$ cat src/rtl/shift_reg_pkg.sv
// Shared definitions for the universal shift register.
//   mode_t / MODE_* : operation select encodings
//   state_t         : serializer control states
//   cnt_width()     : width of the serialize bit counter
package shift_reg_pkg;

  typedef logic [2:0] mode_t;

  localparam mode_t MODE_HOLD = 3'b000;
  localparam mode_t MODE_LOAD = 3'b001;
  localparam mode_t MODE_SHL  = 3'b010;
  localparam mode_t MODE_SHR  = 3'b011;
  localparam mode_t MODE_ROL  = 3'b100;
  localparam mode_t MODE_ROR  = 3'b101;
  localparam mode_t MODE_CLR  = 3'b110;
  localparam mode_t MODE_SER  = 3'b111;

  typedef enum logic {
    ST_IDLE  = 1'b0,
    ST_SHIFT = 1'b1
  } state_t;

  // Counter must hold the value WIDTH itself, hence WIDTH+1.
  function automatic int cnt_width(input int width);
    return $clog2(width + 1);
  endfunction

endpackage

$ cat src/rtl/dff_sync.sv
// Single-bit storage cell with synchronous active-high reset and enable.
//   clk     : rising-edge clock
//   rst     : synchronous reset, loads rst_val; overrides en
//   en      : when low the cell holds
//   rst_val : value taken on reset
//   d       : next value when enabled
//   q, qbar : stored bit and its complement
module dff_sync (
  input  logic clk,
  input  logic rst,
  input  logic en,
  input  logic rst_val,
  input  logic d,
  output logic q,
  output logic qbar
);

  always_ff @(posedge clk) begin
    if (rst) begin
      q <= rst_val;
    end else if (en) begin
      q <= d;
    end
  end

  // Derived from q directly so the pair can never disagree.
  assign qbar = ~q;

endmodule

$ cat src/rtl/shift_register_universal.sv
// WIDTH-bit universal register: load, shift/rotate both ways, clear, and a
// self-timed LSB-first serialize mode with busy/done status.
//   clk, rst     : rising-edge clock, synchronous active-high reset
//   en           : operation/advance enable; low holds everything
//   mode         : operation select (see shift_reg_pkg)
//   d            : parallel data
//   sl_in, sr_in : serial inputs for shift left / shift right and serialize
//   q, qbar      : register contents and complement
//   sout         : serial output, q[0]
//   busy, done   : serialize in progress / one-cycle completion pulse
//
// state    | meaning
// ---------+-------------------------------------------------------------
// ST_IDLE  | accepts any mode; SER loads d and starts a frame
// ST_SHIFT | shifting out one bit per enabled cycle; only CLR is honoured
module shift_register_universal
  import shift_reg_pkg::*;
#(
  parameter int               WIDTH       = 8,
  parameter logic [WIDTH-1:0] RESET_VALUE = {WIDTH{1'b0}}
) (
  input  logic             clk,
  input  logic             rst,
  input  logic             en,
  input  mode_t            mode,
  input  logic [WIDTH-1:0] d,
  input  logic             sl_in,
  input  logic             sr_in,
  output logic [WIDTH-1:0] q,
  output logic [WIDTH-1:0] qbar,
  output logic             sout,
  output logic             busy,
  output logic             done
);

  localparam int CW = cnt_width(WIDTH);

  state_t           state, state_nxt;
  logic [CW-1:0]    cnt, cnt_nxt;
  logic             done_nxt;
  logic [WIDTH-1:0] q_nxt;

  always_ff @(posedge clk) begin
    if (rst) begin
      state <= ST_IDLE;
      cnt   <= '0;
      done  <= 1'b0;
    end else begin
      state <= state_nxt;
      cnt   <= cnt_nxt;
      done  <= done_nxt;
    end
  end

  always_comb begin
    state_nxt = state;
    cnt_nxt   = cnt;
    done_nxt  = 1'b0;
    q_nxt     = q;
    if (en) begin
      unique case (state)
        ST_IDLE: begin
          case (mode)
            MODE_HOLD: q_nxt = q;
            MODE_LOAD: q_nxt = d;
            MODE_SHL:  q_nxt = {q[WIDTH-2:0], sl_in};
            MODE_SHR:  q_nxt = {sr_in, q[WIDTH-1:1]};
            MODE_ROL:  q_nxt = {q[WIDTH-2:0], q[WIDTH-1]};
            MODE_ROR:  q_nxt = {q[0], q[WIDTH-1:1]};
            MODE_CLR:  q_nxt = '0;
            MODE_SER: begin
              q_nxt     = d;
              state_nxt = ST_SHIFT;
              cnt_nxt   = CW'(WIDTH);
            end
          endcase
        end
        ST_SHIFT: begin
          if (mode == MODE_CLR) begin
            // Abort: no completion pulse.
            q_nxt     = '0;
            state_nxt = ST_IDLE;
            cnt_nxt   = '0;
          end else begin
            q_nxt   = {sr_in, q[WIDTH-1:1]};
            cnt_nxt = cnt - CW'(1);
            if (cnt == CW'(1)) begin
              state_nxt = ST_IDLE;
              done_nxt  = 1'b1;
            end
          end
        end
      endcase
    end
  end

  for (genvar i = 0; i < WIDTH; i++) begin : g_bit
    dff_sync u_bit (
      .clk     (clk),
      .rst     (rst),
      .en      (en),
      .rst_val (RESET_VALUE[i]),
      .d       (q_nxt[i]),
      .q       (q[i]),
      .qbar    (qbar[i])
    );
  end

  assign sout = q[0];
  assign busy = (state == ST_SHIFT);

endmodule
$ cat config.mk
export PLATFORM = sky130hd
export DESIGN_NAME = shift_register_universal
export DESIGN_NICKNAME = d
export VERILOG_FILES = /design/src/rtl/shift_reg_pkg.sv /design/src/rtl/dff_sync.sv /design/src/rtl/shift_register_universal.sv
export SDC_FILE = /design/constraint.sdc
export NUM_CORES = 1
export LEC_CHECK = 0
export CAP_MARGIN = 20
export CORE_ASPECT_RATIO = 0.8
export CORE_UTILIZATION = 47
export CTS_CLUSTER_DIAMETER = 80
export DETAILED_ROUTE_END_ITERATION = 7
export GPL_TIMING_DRIVEN = 0
export PLACE_DENSITY = 0.86
export SLEW_MARGIN = 30
export SYNTH_ARGS = -nofsm -noshare
export SYNTH_HDL_FRONTEND = slang
export SYNTH_SLANG_ARGS = --single-unit
$ cat constraint.sdc
create_clock -name clk -period 1.7 [get_ports clk]
set_input_delay 0.255 -clock clk [delete_from_list [all_inputs] [get_ports clk]]
set_output_delay 0.255 -clock clk [all_outputs]
set_load 0.01 [all_outputs]
==> impl_metrics.yaml <==
status:
  status: "complete, no violations"
sta:
  period_share: 0.993
  drv_slew: 0
  max_slew_margin: 0.621
  worst_pin_slew_ns: 0.569
  min_period_ns: 1.69
  whs_ns: 0.458
  finalClockSkew_ns: 0.00202
  setup_viol: 0
  final_hold_viol_count: 0
  rsz0062_at_grt: "true"
  fin_ws_ns: 0.0111
  fmax_ghz: 0.592
placement:
  placed_area_um2: 1590
  pre_cts_slack_ns: -0.288
  dp_hpwl_mm: 2.55
  gp_congestion: 0.895
  numPortBuffers: 33
yosys:
  ys_seq_elements: 14
  synth_cell_types: 40
  async_flop_share: 0
  synth_edf_count: 0
  syn_area_per_cell_um2: 7.66
  synth_fp_nets: 177
  ys_seq_area_frac: 0.230
  synthCells: 159
  ys.flop_type: "dfxtp_1"
  ys_warn_count: 0
  synth_area_um2: 1220
floorplanning:
  die_x_um: 58.9
  start_util: 0.498
  die_h_um: 47.5
  io_pins: 35
  dieArea_um2: 2800
  core.rowCount: 16
  core_region_area_um2: 2440
global_routing:
  grt_max_degree: 11
  track_usage: 0.268
  overflow: 0
  first_global_vias: 1297
  antenna_found_initial: 0
  grt_pass1_wl_mm: 5.58
min_path:
  min_path_type: "input pin to flip-flop"
detailed_routing:
  first_pass_iters: 4
  wl_per_cell_um: 15.3
  via_per_inst: 5.86
  via_count: 1360
  drt_iter0_markers: 82
  drc: 0
  ant_nets: 0
  drt_wl_total_mm: 3.55
worst_setup_path:
  critPathKind: "input pin to flip-flop"
  critPathCaptureType: "flip-flop"
  critPathMaxStageDelay_ns: 0.52
  crit_top_cell: "nor2_1"
  worstPathCellList: "clkdlybuf4s50_1, buf_2, nor2_1, a21boi_2, nor2_1, a211oi_1"
  cp.arrival_ns: 1.86
  cp_data_required_time_ns: 1.87
  startpoint_type: "input pin"
  worst-path-max-fanout: 10
  slowest_stage: "clkdlybuf4s50_1"
power_and_ir_drop:
  power_leakage_uw: 0.000620
  power.density_nw_per_um2: 602
  ir_drop_mv: 0.530
cells_and_area:
  regArea_um2: 287
  syn_to_final_growth_pct: 34.9
  final.fill_count: 220
  drive_above_1_share: 0.235
  final_nets: 215
  diodes: 0
  multi_input_area_um2: 713
  final_cell_area_um2: 1640
clocking:
  post_cts_buffers: 0
  cts_root_buf: "clkbuf_4"
  tritoncts: "yes"
  cts_buffer_depth: 2
  cts_buffers: 3
  h-tree-depth: 1
  clock_sinks: 14
  hold_buffers: 0
  cts.reportedPaths.clkPinSlew_ns: 0.09
  clock_latency_ns: 0.28
flow_run:
  drv_cap: 0
-- cell type report --
type | count | area share
repair buffers | 33 | 0.201
flip-flops and latches | 14 | 0.174
well taps | 36 | 0.0274
plain buffers | 27 | 0.113
multi-input cells | 106 | 0.434
inverters | 12 | 0.0274
clock buffers | 4 | 0.0221
-- cell usage in the layout, fill, tap and decap left out, drive strengths merged, types with 2 or more instances in the layout --
master	instances
clkbuf	8
o221ai	3
buf	23
a21oi	13
nor3	4
or3	4
a211oi	7
inv	12
o22a	3
nand2	13
nor2	10
a221oi	2
a21boi	3
ha	2
a21o	3
o221a	5
o21ai	9
clkdlybuf4s50	33
dfxtp	14
a32o	3
o2bb2ai	3
nor2b	5
-- sequential cells by signal, indices dropped and copies added (netlist names) --
register / cells
busy: 1
g_bit.u_bit.q: 8
cnt: 4
done: 1
-- layer usage --
layer	track usage	vias up	part of all wire
met3	0.0541	12	0.099
li1	-	640	-
met2	0.502	88	0.49
met5	0	-	0
met1	0.323	620	0.39
met4	0.0667	0	0.018
-- cell usage after synthesis (4+ instances only) --
| master | count | area share |
|---|---|---|
| dfxtp_1 | 14 | 0.23 |
| nor2_1 | 10 | 0.031 |
| nand2_1 | 13 | 0.040 |
| or3_1 | 4 | 0.021 |
| a211oi_1 | 4 | 0.025 |
| buf_4 | 16 | 0.099 |
| a21oi_1 | 13 | 0.053 |
| o221a_2 | 5 | 0.046 |
| buf_2 | 5 | 0.021 |
| nor3_1 | 4 | 0.016 |
| o21ai_0 | 8 | 0.033 |
| nor2b_1 | 5 | 0.026 |
| clkbuf_1 | 4 | 0.012 |
| inv_1 | 12 | 0.037 |
-- power by group --
part           switching [µW]  internal (µW)  leakage, µW
clock network             109            130    0.0000210
registers                29.9            350     0.000116
logic                     169            201     0.000482
total                     309            681     0.000620
-- worst max-delay path, delay by kind of cell --
kind	cells	cell delay [ns]
buf+inv	2	0.75
compound gates	2	0.62
simple gates	2	0.24
-- through the flow --
step	utilization	setup TNS, ns	cells	power (µW)
6_report	0.673	0	232	990
5_1_grt	0.673	-0.229	232	1050
4_1_cts	0.669	0	232	985
3_5_place_dp	0.652	-2.65	228	743
3_3_place_gp	0.652	-2.34	228	732
2_1_floorplan	-	0	159	598
-- logic make-up (layout without fill, tap and decap cells) --
logic type / count (synthesis) / in the layout / synth area share
multiplexers: 2 / 2 / 0.0175
AND/OR/NAND/NOR: 42 / 42 / 0.169
buffers and inverters: 39 / 76 / 0.187
flip-flops: 14 / 14 / 0.230
AO/OA/AOI/OAI: 59 / 59 / 0.369
adder cells (fa/ha/maj): 2 / 2 / 0.0206
XOR/XNOR: 1 / 1 / 0.00720
-- worst paths after layout --
check | start | end | slack, ns | cells after the start
setup reg to reg | busy | g_bit[5].u_bit.q | 0.13 | 5
hold reg to reg | g_bit[2].u_bit.q | g_bit[2].u_bit.q | 0.52 | 1
hold / removal | mode[2] | done | 0.46 | 3
setup / recovery | mode[1] | g_bit[7].u_bit.q | 0.01 | 6
-- repair_timing --
item / 4_1_cts / 5_1_grt
pin swaps: 0 / 0
endpoints found under the setup margin: 3 / 16
gates resized for setup: 1 / 9
(Power assumes the default switching activity.)
